<file path="src/rtl/riscv_pkg.sv">
`default_nettype none
// ============================================================================
//  Module   : riscv_pkg
//  Purpose  : Shared constants, fetch FSM state type and PC helpers used by
//             the instruction-fetch stage.
//  Revision : 1.0  initial release
// ============================================================================
package riscv_pkg;

    // Instruction word presented to decode for a bubble
    localparam logic [31:0] NOP_INST   = 32'h0000_0000;

    // Width of one instruction in bytes; sequential fetch step
    localparam logic [31:0] INST_BYTES = 32'd4;

    // Fetch control state: RUN streams instructions, STALL waits for release
    typedef enum logic [0:0] {
        RUN   = 1'b0,
        STALL = 1'b1
    } fetch_state_t;

    // Sequential successor of a fetch address (32-bit wrap)
    function automatic logic [31:0] pc_next(input logic [31:0] pc);
        return pc + INST_BYTES;
    endfunction

    // Force a redirect target onto an instruction boundary
    function automatic logic [31:0] pc_align(input logic [31:0] pc);
        return pc & 32'hFFFF_FFFC;
    endfunction

endpackage : riscv_pkg
`default_nettype wire

</file>
<file path="src/rtl/fetch_stage_if.sv">
`default_nettype none
// ============================================================================
//  Module   : fetch_stage_if
//  Purpose  : Bundle of the fetch stage's control inputs, instruction-memory
//             port and IF/ID outputs. The fetch stage uses the master view,
//             the surrounding pipeline/memory uses the slave view.
//  Revision : 1.0  initial release
// ============================================================================
interface fetch_stage_if;

    logic        stall;
    logic        redirect_valid;
    logic [31:0] redirect_target;
    logic [31:0] mem_pc;
    logic [31:0] mem_inst;
    logic [31:0] id_pc;
    logic [31:0] id_inst;
    logic        id_valid;

    modport master (
        input  stall,
        input  redirect_valid,
        input  redirect_target,
        input  mem_inst,
        output mem_pc,
        output id_pc,
        output id_inst,
        output id_valid
    );

    modport slave (
        output stall,
        output redirect_valid,
        output redirect_target,
        output mem_inst,
        input  mem_pc,
        input  id_pc,
        input  id_inst,
        input  id_valid
    );

endinterface : fetch_stage_if
`default_nettype wire

</file>
<file path="src/rtl/fetch_stage.sv">
`default_nettype none
// ============================================================================
//  Module   : fetch_stage
//  Purpose  : Instruction fetch + IF/ID register. Drives the fetch address to
//             a one-cycle-latency instruction memory, tracks which address is
//             in flight, and delivers {pc, inst, valid} to decode. A stall
//             destroys the in-flight word, so the fetch address is rewound to
//             it and replayed on release. Redirects squash both younger slots.
//  Revision : 1.0  initial release
// ============================================================================
module fetch_stage
    import riscv_pkg::*;
#(
    parameter logic [31:0] RESET_PC = 32'h0000_0000
) (
    input  wire logic     clock,
    input  wire logic     reset,
    fetch_stage_if.master bus
);

    fetch_state_t state_q, state_d;

    logic [31:0] pc_q, pc_d;
    logic [31:0] inflight_pc_q, inflight_pc_d;
    logic        inflight_valid_q, inflight_valid_d;
    logic [31:0] id_pc_q, id_pc_d;
    logic [31:0] id_inst_q, id_inst_d;
    logic        id_valid_q, id_valid_d;

    // Per-edge action selected by the control FSM (mutually exclusive)
    logic w_redirect;
    logic w_advance;
    logic w_rewind;
    logic w_replay;

    // FSM state register
    always_ff @(posedge clock) begin
        if (reset) begin
            state_q <= RUN;
        end else begin
            state_q <= state_d;
        end
    end

    // FSM next state: redirect wins and lands in STALL if the hazard persists
    always_comb begin
        state_d = state_q;
        if (bus.redirect_valid) begin
            state_d = bus.stall ? STALL : RUN;
        end else begin
            case (state_q)
                RUN:     if (bus.stall)  state_d = STALL;
                STALL:   if (!bus.stall) state_d = RUN;
                default: state_d = RUN;
            endcase
        end
    end

    // FSM outputs: decode the action to take at this edge
    always_comb begin
        w_redirect = bus.redirect_valid;
        w_advance  = 1'b0;
        w_rewind   = 1'b0;
        w_replay   = 1'b0;
        if (!bus.redirect_valid) begin
            case (state_q)
                RUN: begin
                    w_advance = !bus.stall;
                    w_rewind  = bus.stall;
                end
                STALL:   w_replay = !bus.stall;
                default: ;
            endcase
        end
    end

    // Datapath next values; anything not touched by the action holds
    always_comb begin
        pc_d             = pc_q;
        inflight_pc_d    = inflight_pc_q;
        inflight_valid_d = inflight_valid_q;
        id_pc_d          = id_pc_q;
        id_inst_d        = id_inst_q;
        id_valid_d       = id_valid_q;

        if (w_redirect) begin
            // Squash the in-flight fetch and the ID slot, restart at target
            pc_d             = pc_align(bus.redirect_target);
            inflight_valid_d = 1'b0;
            id_valid_d       = 1'b0;
            id_inst_d        = NOP_INST;
        end else if (w_advance) begin
            inflight_pc_d    = pc_q;
            inflight_valid_d = 1'b1;
            pc_d             = pc_next(pc_q);
            id_pc_d          = inflight_pc_q;
            id_inst_d        = inflight_valid_q ? bus.mem_inst : NOP_INST;
            id_valid_d       = inflight_valid_q;
        end else if (w_rewind) begin
            // The memory zeroed the word in flight: refetch it after release
            if (inflight_valid_q) begin
                pc_d = inflight_pc_q;
            end
            inflight_valid_d = 1'b0;
        end else if (w_replay) begin
            // Memory latches pc_q now; decode consumed the held instruction
            inflight_pc_d    = pc_q;
            inflight_valid_d = 1'b1;
            pc_d             = pc_next(pc_q);
            id_valid_d       = 1'b0;
            id_inst_d        = NOP_INST;
        end
    end

    // Datapath registers
    always_ff @(posedge clock) begin
        if (reset) begin
            pc_q             <= RESET_PC;
            inflight_pc_q    <= 32'h0;
            inflight_valid_q <= 1'b0;
            id_pc_q          <= 32'h0;
            id_inst_q        <= NOP_INST;
            id_valid_q       <= 1'b0;
        end else begin
            pc_q             <= pc_d;
            inflight_pc_q    <= inflight_pc_d;
            inflight_valid_q <= inflight_valid_d;
            id_pc_q          <= id_pc_d;
            id_inst_q        <= id_inst_d;
            id_valid_q       <= id_valid_d;
        end
    end

    assign bus.mem_pc   = pc_q;
    assign bus.id_pc    = id_pc_q;
    assign bus.id_inst  = id_inst_q;
    assign bus.id_valid = id_valid_q;

endmodule : fetch_stage
`default_nettype wire

</file>
<file path="src/flat_wrapper.sv">
// flat-port wrapper written by rule: the top's interface ports become plain ports
module fetch_stage_flat import riscv_pkg::*;
#(
    parameter logic [31:0] RESET_PC = 32'h0000_0000
)
  (clock, reset, bus_stall, bus_redirect_valid, bus_redirect_target, bus_mem_inst, bus_mem_pc, bus_id_pc, bus_id_inst, bus_id_valid);
  fetch_stage_if bus_i ();
  input  wire logic clock;
  input  wire logic reset;
  input wire logic [$bits(bus_i.stall)-1:0] bus_stall;
  input wire logic [$bits(bus_i.redirect_valid)-1:0] bus_redirect_valid;
  input wire logic [$bits(bus_i.redirect_target)-1:0] bus_redirect_target;
  input wire logic [$bits(bus_i.mem_inst)-1:0] bus_mem_inst;
  output wire logic [$bits(bus_i.mem_pc)-1:0] bus_mem_pc;
  output wire logic [$bits(bus_i.id_pc)-1:0] bus_id_pc;
  output wire logic [$bits(bus_i.id_inst)-1:0] bus_id_inst;
  output wire logic [$bits(bus_i.id_valid)-1:0] bus_id_valid;
  assign bus_i.stall = bus_stall;
  assign bus_i.redirect_valid = bus_redirect_valid;
  assign bus_i.redirect_target = bus_redirect_target;
  assign bus_i.mem_inst = bus_mem_inst;
  assign bus_mem_pc = bus_i.mem_pc;
  assign bus_id_pc = bus_i.id_pc;
  assign bus_id_inst = bus_i.id_inst;
  assign bus_id_valid = bus_i.id_valid;
  fetch_stage #(.RESET_PC(RESET_PC)) u_core (.clock(clock), .reset(reset), .bus(bus_i));
endmodule
</file>
<file path="config.mk">
export PLATFORM = sky130hd
export DESIGN_NAME = fetch_stage_flat
export DESIGN_NICKNAME = d
export VERILOG_FILES = /design/src/rtl/riscv_pkg.sv /design/src/rtl/fetch_stage_if.sv /design/src/rtl/fetch_stage.sv /design/src/flat_wrapper.sv
export SDC_FILE = /design/constraint.sdc
export NUM_CORES = 1
export LEC_CHECK = 0
export ABC_AREA = 1
export CAP_MARGIN = 20
export CORE_MARGIN = 5
export CORE_UTILIZATION = 52
export CTS_CLUSTER_DIAMETER = 80
export DETAILED_ROUTE_END_ITERATION = 6
export GPL_ROUTABILITY_DRIVEN = 0
export PLACE_DENSITY = 0.85
export SLEW_MARGIN = 20
export SYNTH_ARGS = -nofsm -noshare
export SYNTH_HDL_FRONTEND = slang
export SYNTH_SLANG_ARGS = --single-unit
</file>
<file path="constraint.sdc">
create_clock -name clock -period 2.8 [get_ports clock]
set_clock_uncertainty 0.1 [all_clocks]
set_input_delay 0.7 -clock clock [delete_from_list [all_inputs] [get_ports clock]]
set_output_delay 0.7 -clock clock [all_outputs]
set_load 0.02 [all_outputs]
</file>
* Yosys cells after proc, flatten, opt, wreduce, memory -nomap -nowiden *
Cells that the tools add are included.

operators by class
  reduce and logical (&&, ||, !) cells = 10
  equal/unequal tests = 3
  add/subtract/negate cells = 1
  multiplexer cells = 25
  bitwise operators = 1

operators with widths
  cell                                            count
  two-way mux 32 bit                              12
  adder 32 x 3 -> 32 bit (second input constant)  1
  two-way mux 1 bit                               13
  AND reduction 2 bit                             4
  != test 4 x 2 -> 1 bit (second input constant)  1
  nonzero test 4 bit                              1
  != test 3 x 1 -> 1 bit (second input constant)  1
  AND reduction 3 bit                             1
  nonzero test 3 bit                              1
  != test 2 x 1 -> 1 bit (second input constant)  1
  nonzero test 2 bit                              1
  OR reduction 2 bit                              1
  logical NOT 1 bit                               1
  inverter 1 bit                                  1

storage, ports and cells
  register bits = 131
  output and inout port bits = 97
  logic and storage cells = 48
  input bits = 68

* Depth between registers and ports, before layout *
Gate-level depths: netlist of run 1.

  depth in word-level cells = 7
  depth in mapped cells = 11
  gate-level depth less buffers = 11

* Worst setup path before layout of run 1 *
OpenSTA, ideal clock, no wires.

  kind = flip-flop to flip-flop
  from = reg u_core.pc_q[3] (netlist: u_core.bus.mem_pc[3])
  to = reg u_core.pc_q[22] (netlist: u_core.bus.mem_pc[22])
  setup time = 135 ps
  slack = 1049 ps
  stages on the path, launching flop included = 11
  required time = 2565 ps
  arrival = 1516 ps
  buffers on the path = 0
  clock period less this slack = 1751 ps
  cells stage by stage = dfxtp_1 > ha_1 > nand2_1 > nor2_2 > nand2_2 > nor2_4 > nand3_1 > nand3_1 > nand2_1 > nand2_1 > a21oi_1

on the way
  cells in the longest elaborated chain, start to end = 5

RTL lines
  item                      line                text
  start, declared           fetch_stage.sv:23   logic [31:0] pc_q, pc_d;
  start signal, assigned    fetch_stage.sv:125  pc_q <= pc_d;
  adder 32 x 3 -> 32 bit *  riscv_pkg.sv:24     return pc + INST_BYTES;
  two-way mux 32 bit        fetch_stage.sv:105  end else if (w_replay) begin
  two-way mux 32 bit        fetch_stage.sv:99   end else if (w_rewind) begin
  two-way mux 32 bit *      fetch_stage.sv:92   end else if (w_advance) begin
  two-way mux 32 bit *      fetch_stage.sv:86   if (w_redirect) begin

Every way passes the cells marked *; elsewhere a longest branch is shown, timed or not. The select of a mux whose other input is x is not followed.
A chain may end at the register's enable or synchronous reset.

* Final worst setup path of run 1 *
  from = reg u_core.pc_q[10] (netlist: u_core.bus.mem_pc[10])
  to = out bus_mem_pc[10]

RTL lines
  item           line                text
  end, declared  flat_wrapper.sv:14  output wire logic [$bits(bus_i.mem_pc)-1:0] bus_mem_pc;

No word-level cell between the ends.

==> results.md, run 1 <==
- Status: finished clean
- Setup TNS: 0 ns
- Max Root-Sink Buffers: 2
- CTS tree: done
- Drt first-iter violations: 590
- Hold-critical path depth: 2
- Total Routing Usage GR: 26.4%
- DR vias: 6421
- Total global routing overflow: 0
- Antenna Nets Post-Route: 0
- Worst-Margin Slew: 0.502 ns
- Global-route wire length before repair: around 30000 um
- P_leak: 3.19 nW
- CTS Hold Bufs: 0
- Clock Sinks: 131
- Critical path class: flop to output pin
- DR pass1 iterations: 6
- Main synth FF type: dfxtp_1
- Area delta synth->final: 38.1%
- Num rows: 39
- Reg2reg end: u_core.bus.mem_pc[14]
- Critical Path Start Type: flop
- Antenna cells: 0
- Post-Syn Area: 6050 um2
- Grt peak-use layer: met2
- WHS Endpoint: u_core.bus.id_inst[1]
- Synth Area per Inst: 6.85 um2
- Layout Nets: 1097
- Worst Hold Launch: u_core.bus.id_inst[1]
- Vias in the first global route: just over 6000
- CP max-delay cell: clkdlybuf4s50_1
- Avg WL per Cell: 15.9 um
- Post-DP HPWL: 12800 um
- Hold/Removal Path Class: flop to flop
- Fmax achieved: 0.413 GHz
- Mapped Nets: 953
- Die Y: 118 um
- Routed WL: 18800 um
- Post-synth EDFFs: 0
- Worst IR drop on VDD: between 500 and 600 uV
- Postcts setup bufs: 0
- Reg-to-Reg Start: u_core.bus.mem_pc[2]
- Initial Utilization: 53.0%
- Final hold violations: 0
- Top cells by area, synth: dfxtp_1 (43%), nand2_1 (11%), a21oi_1 (10%)
- Yosys top cell by area: dfxtp_1
- Met3 GRT Util: 7.50%
- Worst path bufs/invs: 1
- Power Total: 0.00494 W
- CP required: 2.00 ns
- Maximum fanout along the worst path: 6
- Die ar.: 13900 um2
- RSZ-0062 raised after global routing: no
- Reg clk slew, reported paths: 0.06 ns
- Slowest stage delay, CP: 0.68 ns
- Die X: 118 um
- PostCTS Resize Cnt: 0
- R2R setup slack: roughly 0.79 ns
- I/O Buffers: between 150 and 200
- Worst-Skew Late Latency: 0.43 ns
- Power Dens Cells: 591 nW/um2
- GRT met2 Usage: a little over two fifths
- Unique masters post-synth: 32
- YS warnings: 0
- Final Max Slew Viols: 0
- Ports: 165
- Antenna violations before repair: 0
- Core Region: 11400 um2
- Register bit total from synthesis: 131
- MaxCap Viol Count: 0
- Final count of negative-setup-slack endpoints: 0
- Share of the synthesized area in the top cell type: 43.3%
- Critical Path AT: 1.62 ns
- Num CTS Buffers: 17
- Synth async-reset ratio: 0%
- Share of layout cells above drive strength 1: 7.49%
- Fin crit period: 2.42 ns
- Largest net degree at the start of global routing: 59
- Syn Inst Count: 884
- Seq/Total Area, Yosys: 43.3%
- CP endpoint kind: output pin
- DRC: 0
- Met1 usage: 34.2%
- Critical-path cell list: clkdlybuf4s50_1
- Rel. slew slack: approximately two thirds
- H-Tree Level Count: 4
- Period utilisation layout: between 80% and 90%
- Crit path max-delay family: buffers and inverters
- R2R depth: 10
- Via/cell ratio: 5.42
- Root Buffer: clkbuf_16
==> cell usage after synthesis, types with 3 or more instances <==
cell and number:
nand2_1 171, nand2_2 4, nand4_1 3, nand3_1 64, nor2_4 7, buf_1 6, a21oi_1 125, o21ai_1 8
clkbuf_1 26, o21ai_0 87, dfxtp_1 131, nor2_2 7, buf_4 3, inv_2 7, inv_1 48, buf_2 16
xor2_1 6, nor2_1 146
==> metrics by stage <==
step	std cells	cell area [um2]	worst slack [ns]	hold slack [ns]	util, %
6_report	1184	8360	0.381	0.364	73.2
5_1_grt	1184	8360	0.356	0.381	73.2
4_1_cts	1184	8360	0.382	0.363	73.2
3_5_place_dp	1152	7780	0.226	0.355	68.1
3_3_place_gp	1152	7780	0.234	0.351	68.1
2_1_floorplan	884	6050	1.05	0.334	-
==> routing by layer <==
layer,wire length [um],vias to the layer above
met5,0,-
met4,494,0
met3,1720,43
met2,8690,304
met1,7920,2896
li1,-,3178
==> registers in the layout, indices dropped and copies added (netlist names), named ones only <==
register	cells
u_core.bus.id_inst	32
u_core.bus.mem_pc	30
u_core.inflight_pc_q	32
u_core.bus.id_valid	1
u_core.state_q	1
u_core.bus.id_pc	32
u_core.inflight_valid_q	1
==> worst max path at each step <==
stage               slack, ns               endpoint  cells past startpoint             startpoint
floorplan                1.05  u_core.bus.mem_pc[22]                     10   u_core.bus.mem_pc[3]
global placement         0.23   u_core.bus.id_pc[10]                      8     bus_redirect_valid
detailed placement       0.23  u_core.bus.id_inst[0]                      8     bus_redirect_valid
CTS                      0.38         bus_mem_pc[10]                      1  u_core.bus.mem_pc[10]
global route             0.36         bus_mem_pc[10]                      1  u_core.bus.mem_pc[10]
finish                   0.38         bus_mem_pc[10]                      1  u_core.bus.mem_pc[10]
==> cell families after synthesis <==
kind of cell,share of synthesized area (%)
compound gates,19.1
simple gates,28.8
flops,43.3
xor+xnor,1.16
fa+ha+maj,0.207
buf+inv,7.46
==> power by group <==
group / leakage (nW) / switching, W / internal [W]
clock network: 0.276 / 0.000799 / 0.00138
registers: 1.07 / 0.000107 / 0.00196
logic: 1.84 / 0.000384 / 0.000308
==> area by class of cell <==
| class | instances | area [um2] |
|---|---|---|
| tap | 143 | 179 |
| fill | 867 | 3060 |
| multi-input combinational | 645 | 2990 |
| inverter | 55 | 206 |
| timing repair buffer | 178 | 1780 |
| clock inverter | 8 | 101 |
| clock buffer | 24 | 482 |
| sequential | 131 | 2620 |
==> cell usage in the layout, fill, tap and decap left out, types with 3 or more instances in the layout <==
cell type        count
inv_2                7
clkbuf_16           17
nand3_1             64
o21ai_0             87
clkbuf_1             4
clkdlybuf4s50_1    162
clkinvlp_4           3
buf_12               3
clkbuf_8             3
o21ai_1              8
xor2_1               6
nor2_4               7
dfxtp_1            131
buf_4               13
nor2_2               7
nand2_1            171
a21oi_1            124
nor2_1             146
inv_1               48
nand4_1              3
nand2_2              4
Note: power is estimated with default switching activity, not from simulation.
==> inputs of run 2 (changes only) <==
Settings changed: ABC_CLOCK_PERIOD_IN_PS set to 2800, PLACE_DENSITY 0.85 to 0.87.
==> run 2 against run 1 <==
  * Clock-buffer cell count is 1 lower
  * Clock power is 8% lower
  * Combinational power hardly changed
  * Critical endpoint is now bus_mem_pc[12]
==> results.md, run 2 (synthesis gave the netlist of run 1 again) <==
- Die X: 118 um
- RSZ-0062 raised after global routing: no
- H-Tree Level Count: 4
- Max Root-Sink Buffers: 2
- Largest net degree at the start of global routing: 59
- Worst path bufs/invs: 1
- Root Buffer: clkbuf_16
- Drt first-iter violations: 880
- Final Max Slew Viols: 0
- Num CTS Buffers: 17
- Clock Sinks: approximately 130
- Critical Path Start Type: flop
- CP required: 2.00 ns
- CTS Hold Bufs: 0
- Worst IR drop on VDD: 486 uV
- Commonest non-fill, non-tap cell in the layout: nand2_1
- I/O Buffers: 162
- Slowest stage delay, CP: 0.68 ns
- Period utilisation layout: 85.8%
- Fill cells: 873
- CTS tree: done
- CP endpoint kind: output pin
- Worst-Skew Late Latency: 0.42 ns
- Power Total: 0.00477 W
- Fin crit period: 2.40 ns
- Antenna violations before repair: 0
- Critical Path AT: between 1.5 and 2 ns
- CP max-delay cell: clkdlybuf4s50_1
- Final WS setup: 0.397 ns
- Post-DP HPWL: about 13000 um
- Rel. slew slack: 67.0%
- Die Y: between 100 and 150 um
- Via/cell ratio: 5.51
- MaxCap Viol Count: 0
- Area after DPL: 7780 um2
- Antenna Nets Post-Route: 0
- Layout Nets: 1097
- Power Dens Cells: 574 nW/um2
- Design Area, Final: 8310 um2
- Vias in the first global route: roughly 6000
- P_leak: 3.18 nW
- PostCTS Resize Cnt: 0
- DP Worst Slack: 0.264 ns
- Num rows: 39
- Die ar.: 13900 um2
- DR vias: 6519
- Fin cells: between 1000 and 1500
- Placed Cells: 1152
- Status: finished clean
- Ports: 165
- Antenna cells: 0
- Global-route wire length before repair: 30600 um
- Critical-path cell list: clkdlybuf4s50_1
- DRC: 0
- Routed WL: about 19000 um
- Final count of negative-setup-slack endpoints: 0
- DR pass1 iterations: 6
- Most frequent cells in the layout: nand2_1 (171), clkdlybuf4s50_1 (162), nor2_1 (146)
- Final hold violations: 0
- Area delta synth->final: 37.3%
- Hold/Removal Path Class: flop to flop
- Avg WL per Cell: 16.2 um
- Setup TNS: 0 ns
- Reg clk slew, reported paths: 0.06 ns
- Core Region: ~11000 um2
- Share of layout cells above drive strength 1: 7.59%
- Total global routing overflow: 0
- Postcts setup bufs: 0
- Worst-Margin Slew: just under 0.5 ns
- Maximum fanout along the worst path: 6
- Total Routing Usage GR: 26.8%
- Initial Utilization: between 50% and 60%
- Crit path max-delay family: buffers and inverters
- Fmax achieved: ~0.42 GHz
- Critical path class: flop to output pin
[run 2: changes by cell type in the layout (fill, tap and decap cells not counted)]
cell / previous run / this run
clkinv_2: 2 / 5
bufinv_16: 2 / 0
clkbuf_1: 4 / 3
[run 2: report_power, final]
part	leakage, nW	total (W)	internal, W	switching (W)
clock	0.259	0.00201	0.00119	0.000814
sequential	1.07	0.00207	0.00196	0.000106
combinational	1.85	0.000695	0.000308	0.000387
total	3.18	0.00477	0.00346	0.00131
[run 2: cell type report]
class                      count  area [um2]  area share [%]
multi-input combinational    645        2990            36.0
timing repair buffer         178        1780            21.4
inverter                      55         206            2.48
clock inverter                 9        56.3           0.677
sequential                   131        2620            31.6
tap                          143         179            2.15
clock buffer                  23         478            5.75
[run 2: layer usage]
layer / GRT usage (%) / vias up / wire length (um)
met5: 0 / - / 0
met4: 9.61 / 0 / 430
met3: 6.63 / 35 / 1840
met2: 42.6 / 345 / 9090
met1: 35.3 / 2972 / 7800
li1: - / 3167 / -
[run 2: stage by stage]
stage | hold slack [ns] | util, %
floorplan | 0.334 | -
global placement | 0.351 | 68.1
detailed placement | 0.356 | 68.1
CTS | 0.364 | 72.8
global route | 0.378 | 72.8
finish | 0.362 | 72.8
[run 2: path summary, 6_finish.rpt]
check                         startpoint                     end  slack (ns)  cells past startpoint
hold reg to reg   u_core.bus.id_inst[23]  u_core.bus.id_inst[23]        0.36                      2
setup / recovery   u_core.bus.mem_pc[12]          bus_mem_pc[12]        0.40                      1
setup reg to reg    u_core.bus.mem_pc[2]   u_core.bus.mem_pc[14]        0.72                     10
hold / removal    u_core.bus.id_inst[23]  u_core.bus.id_inst[23]        0.36                      2
